--- src/rtl/irq_pending_latch.sv ---
// Interrupt pending latch ahead of the 8-to-3 priority encoder: edge capture, sticky
// pending/lost bits, software mask, and a REQ/GAP handshake. Optional IRQ_SYNC_EN adds input synchronizers.
module irq_pending_latch #(
   parameter int unsigned    NCH      = 8,
   parameter logic [NCH-1:0] MASK_RST = 8'hFF
) (
   input  logic           clk,
   input  logic           rst_n,
   input  logic [NCH-1:0] irq_in,
   input  logic           mask_we,
   input  logic [NCH-1:0] mask_wdata,
   input  logic           ack,
   input  logic [2:0]     ack_code,
   output logic [NCH-1:0] pend_vec,
   output logic           irq,
   output logic [NCH-1:0] pending,
   output logic [NCH-1:0] lost
);

   typedef enum logic [1:0] {
      IDLE = 2'd0,
      REQ  = 2'd1,
      GAP  = 2'd2
   } state_t;

   state_t         state, state_next;
   logic [NCH-1:0] mask;
   logic [NCH-1:0] prev;
   logic [NCH-1:0] irq_s;
   logic [NCH-1:0] edge_vec;
   logic [NCH-1:0] clr_vec;
   logic           ack_fire;

`ifdef IRQ_SYNC_EN
   logic [NCH-1:0] sync1, sync2;

   // Synchronizer resets high so lines already asserted at reset release do not trigger.
   always_ff @(posedge clk or negedge rst_n) begin
      if (!rst_n) begin
         sync1 <= '1;
         sync2 <= '1;
      end else begin
         sync1 <= irq_in;
         sync2 <= sync1;
      end
   end

   assign irq_s = sync2;
`else
   assign irq_s = irq_in;
`endif

   assign edge_vec = irq_s & ~prev;
   assign pend_vec = pending & ~mask;
   assign irq      = (state == REQ);
   assign ack_fire = (state == REQ) && ack;

   // Only a channel that is actually requesting may be cleared; a stray code clears nothing.
   always_comb begin
      clr_vec = '0;
      if (ack_fire) begin
         clr_vec = pend_vec & (NCH'(1) << ack_code);
      end
   end

   always_ff @(posedge clk or negedge rst_n) begin
      if (!rst_n) begin
         prev    <= '1;
         mask    <= MASK_RST;
         pending <= '0;
         lost    <= '0;
      end else begin
         prev    <= irq_s;
         if (mask_we) begin
            mask <= mask_wdata;
         end
         // A new edge beats a same-cycle clear: pending stays set, lost starts clean.
         pending <= (pending & ~clr_vec) | edge_vec;
         lost    <= (lost & ~clr_vec) | (edge_vec & pending & ~clr_vec);
      end
   end

   always_ff @(posedge clk or negedge rst_n) begin
      if (!rst_n) begin
         state <= IDLE;
      end else begin
         state <= state_next;
      end
   end

   always_comb begin
      state_next = state;
      case (state)
         IDLE: begin
            if (|pend_vec) begin
               state_next = REQ;
            end
         end
         REQ: begin
            if (ack) begin
               state_next = GAP;
            end else if (!(|pend_vec)) begin
               state_next = IDLE;
            end
         end
         GAP: begin
            state_next = IDLE;
         end
         default: begin
            state_next = IDLE;
         end
      endcase
   end

endmodule

--- config.mk ---
export PLATFORM = sky130hd
export DESIGN_NAME = irq_pending_latch
export DESIGN_NICKNAME = d
export VERILOG_FILES = /design/src/rtl/irq_pending_latch.sv
export SDC_FILE = /design/constraint.sdc
export NUM_CORES = 1
export LEC_CHECK = 0
export ABC_AREA = 1
export CAP_MARGIN = 20
export CORE_MARGIN = 4
export CORE_UTILIZATION = 35
export CTS_CLUSTER_SIZE = 28
export DETAILED_ROUTE_END_ITERATION = 7
export HOLD_SLACK_MARGIN = 0.15
export SYNTH_ARGS = -nofsm -noshare
export SYNTH_HDL_FRONTEND = slang
export SYNTH_SLANG_ARGS = --single-unit
--- constraint.sdc ---
create_clock -name clk -period 3.49 [get_ports clk]
set_clock_uncertainty 0.15 [all_clocks]
set_input_delay 0.698 -clock clk [delete_from_list [all_inputs] [get_ports clk]]
set_output_delay 0.698 -clock clk [all_outputs]
set_load 0.005 [all_outputs]
**Word-level counts from Yosys, hierarchy flattened**

Index checks and enable logic that the tools add are counted.

- Output and inout bits: 25
- Register bits after elaboration: 34

- Reduce and logical (&&, ||, !) cells: 4
- Bitwise logic cells: 12
- Multiplexer cells: 5
- Shifts and indexed selects: 1
- Eq/ne operators: 3

Operators by type and width:

| kind | count |
|---|---|
| 8-bit AND | 7 |
| 8-bit NOT | 3 |
| 8-bit bitwise OR | 2 |
| 8-bit two-way mux | 1 |
| 8-bit OR reduction | 1 |
| 1-bit by 3-bit left shift with 8-bit output (first input constant) | 1 |
| 2-bit two-way mux | 3 |
| 2-bit case mux with 2 select lines | 1 |
| 3-bit inequality test (second input constant) | 1 |
| 2-bit by 1-bit == test with 1-bit output (second input constant) | 1 |
| 2-bit zero test | 1 |
| 2-bit inequality test (second input constant) | 1 |
| 2-bit AND reduction | 1 |
| 1-bit logical AND | 1 |

**Depth between registers and ports, before layout**

- Word-level depth: 7
- Depth in mapped cells: 6
- Depth with buffers taken out: 6

**Worst setup path before layout**

OpenSTA, ideal clock, no wires.

- Path kind: flip-flop to output port
- Start: reg mask[1]
- End: out pend_vec[1]
- Data arrival time: 0.652 ns
- Stages on the path, launching flop included: 4
- Slack: 1.990 ns
- Cell sequence: dfstp_2 inv_1 nand2_1 inv_1

- Cells in the longest elaborated chain, start to end: 2

RTL lines:

| what | line | RTL |
|---|---|---|
| start: declaration | 27 | `logic [NCH-1:0] mask;` |
| start signal: assignment | 75 | `mask <= mask_wdata;` |
| 8-bit NOT | 54 | `assign pend_vec = pending & ~mask;` |
| 8-bit AND | 54 |  |
| end: declaration | 14 | `output logic [NCH-1:0] pend_vec,` |

No other way between the ends.

**Worst setup path in the final report**

- Start: reg mask[4]
- End: out pend_vec[4]

The elaborated chain is that of the path after synthesis.

==> summary.md <==
| Metric | Value |
|---|---|
| Num CTS Buffers | 5 |
| Slew @ Worst Pin | 540 ps |
| Starting Density | 36.2% |
| Cell area after synthesis | 1450 um2 |
| Total gr overflow | 0 |
| Cell Rows | 23 |
| IO Pins | 48 |
| Final period utilization | 65.1% |
| Final #Nets | 242 |
| P&R area growth vs syn | 43.3% |
| Clock power frac | 32.1% |
| Crit Reg-Reg Endpoint | pending[2]$_DFF_PN0_ |
| Gr usage total | 14.0% |
| Type of origin of the critical path | register |
| Vias in the first global route | 1,258 |
| Status | finished clean |
| Sequential share of power | 49.5% |
| Remaining DRCs | 0 |
| Via count | 1,182 |
| Slew margin rel. | 63.9% |
| H-Tree Depth | 2 |
| Reg2reg start | state[1]$_DFFE_PN0P_ |
| FF-to-FF path depth | 6 |
| First-pass GRT wire length | 5.67 mm |
| Setup_tns | 0 ps |
| # setup viols final | 0 |
| Worst skew pair latency | 280 ps |
| Core area | 4000 um2 |
| Routed WL per cell | 11.8 um |
| Fmax | 0.440 GHz |
| CTS max path bufs | 2 |
| Routability cong. | 0.743 |
| Min-Delay Path Class | reg2reg |
| Clk sinks | 34 |
| Routed WL | 3.18 mm |
| Number of hold violations in the final report | 0 |
| Cell-internal power | 0.000688 W |
| Largest net degree at the start of global routing | 35 |
| Reg clk slew, reported paths | 60 ps |
| Max VDD drop | 0.000249 V |
| CTS tree | yes |
| WP data required | 2640 ps |
| Hold WS | 335 ps |
| Max-cap violation count | 0 |
| Crit. End Element | output pin |
| Crit-path max FO | 3 |
| Hpwl dp | 2.53 mm |
| Hold path cells | 2 |
| Combinational power share | 18.4% |
| Proportion of layout cells with a drive suffix above 1 | 14.5% |
| Drt pass-1 iters | 4 |
| Post-synthesis sequential area ratio | 60.2% |
| IO Port Bufs | 47 |
| Vert. Die Dim | 72.3 um |
| Post-CTS Repair Setup Buffers | 0 |
| Min-Delay Startpoint | mask[1]$_DFFE_PN1P_ |
| Yosys cell types | 16 |
| RSZ-0062 raised after global routing | false |
| Synthesized area per cell | 8.77 um2 |
| Worst Setup Path Type | reg2out |
| Initial antenna violation count | 0 |
| Die extent in x | 72.3 um |
| Syn Inst Count | 165 |
| Lkg Pwr | 0.988 nW |
| N_diodes | 0 |
| Power Dens Cells | 439 nW/um2 |
| Hold Path Sink | mask[1]$_DFFE_PN1P_ |
| R2R Setup Slk | 2260 ps |
| Tmin final | 2270 ps |
| Ys Warns | 0 |
| Synth Register Bits | 34 |
| Sw Pwr | 0.000222 W |
| Synthesized net count | 188 |
| Vias per cell | 4.38 |
| Die area | 5230 um2 |
| CTS Hold Bufs | 0 |
| Slew Viols, Final | 0 |
| Resized Gates After CTS | 0 |
| Switching Share | 24.4% |
| DRT antenna net count | 0 |
| Worst path arrival time | 1420 ps |
| Iteration-0 DRC Markers | 25 |
| Root buffer cell | clkbuf_8 |
[synthesized netlist by cell type, drive strengths merged]
library cell	number	share of area, %
inv	33	8.6
buf	1	0.35
or2	4	1.7
and2	2	0.86
dfrtp	18	31
nand3	5	2.1
o21ai	9	3.1
nand2	51	13
dfstp	16	29
o21a	5	2.6
a21oi	1	0.35
a31o	2	1.2
nor2	14	3.6
nor3b	4	2.1
[how the worst max path moves through the flow]
| stage | startpoint | end |
|---|---|---|
| 3_5_place_dp | ack | pending[2]$_DFF_PN0_ |
| 6_report | mask[4]$_DFFE_PN1P_ | pend_vec[4] |
| 4_1_cts | mask[4]$_DFFE_PN1P_ | pend_vec[4] |
| 3_3_place_gp | ack | lost[0]$_DFF_PN0_ |
| 2_1_floorplan | mask[1]$_DFFE_PN1P_ | pend_vec[1] |
| 5_1_grt | mask[4]$_DFFE_PN1P_ | pend_vec[4] |
[cell type report]
| type | count | area, um2 |
|---|---|---|
| Fill cell | 394 | 1930 |
| Clock inverter | 1 | 5.00 |
| Sequential cell | 34 | 871 |
| Tap cell | 50 | 62.6 |
| Clock buffer | 7 | 86.3 |
| Inverter | 33 | 124 |
| Timing Repair Buffer | 48 | 478 |
| Multi-Input combinational cell | 97 | 447 |
[worst max-delay path, cell delays in order (launching register included)]
cell and delay, ps:
dfstp_2 510, inv_1 40, nand2_1 110, inv_1 50
clkdlybuf4s50_1 430
[kinds of logic after synthesis]
| logic type | Yosys count | synth area share [%] |
|---|---|---|
| DFF | 34 | 60.2 |
| AOI/OAI and AO/OA | 17 | 7.27 |
| buffers and inverters | 34 | 8.91 |
| and+or+nand+nor | 80 | 23.6 |
[per-stage QoR]
stage	total power, W	area, um2	setup WS (ps)	util, %	std cells
floorplan	0.000519	1450	1990	-	165
detailed placement	0.000629	1980	1480	49.5	262
finish	0.000911	2070	1220	51.8	270
global route	0.000969	2070	1120	51.8	270
global placement	0.000624	1980	1480	49.5	262
CTS	0.000929	2070	1200	51.8	270
[cell usage in the layout (no fill, tap or decap), drive strengths merged]
cell	n
a21oi	1
a31o	2
and2	2
buf	1
clkbuf	7
clkdlybuf4s50	47
clkinv	1
dfrtp	18
dfstp	16
inv	33
nand2	51
nand3	5
nor2	14
nor3b	4
o21a	5
o21ai	9
or2	4
[sequential cells by signal, indices dropped and copies added, names as in the netlist]
signal / flops
mask: 8
lost: 8
state: 2
pending: 8
prev: 8
[power by group through the flow]
stage	clock (W)	sequential, W	combinational, W
after CTS	0.000306	0.000451	0.000172
after floorplan	0	0.000455	0.0000639
after global placement	0	0.000456	0.000169
after global routing	0.000323	0.000455	0.000191
final	0.000292	0.000450	0.000168
after detailed placement	0	0.000457	0.000172
[metal layers]
layer	vias to the layer above	global-route usage, %	share of wire, %
met5	-	0	0
met2	30	22.0	49
met3	7	5.26	6.4
li1	600	-	-
met4	0	4.59	2.1
met1	545	17.7	43
Power figures use the tool's default switching activity.
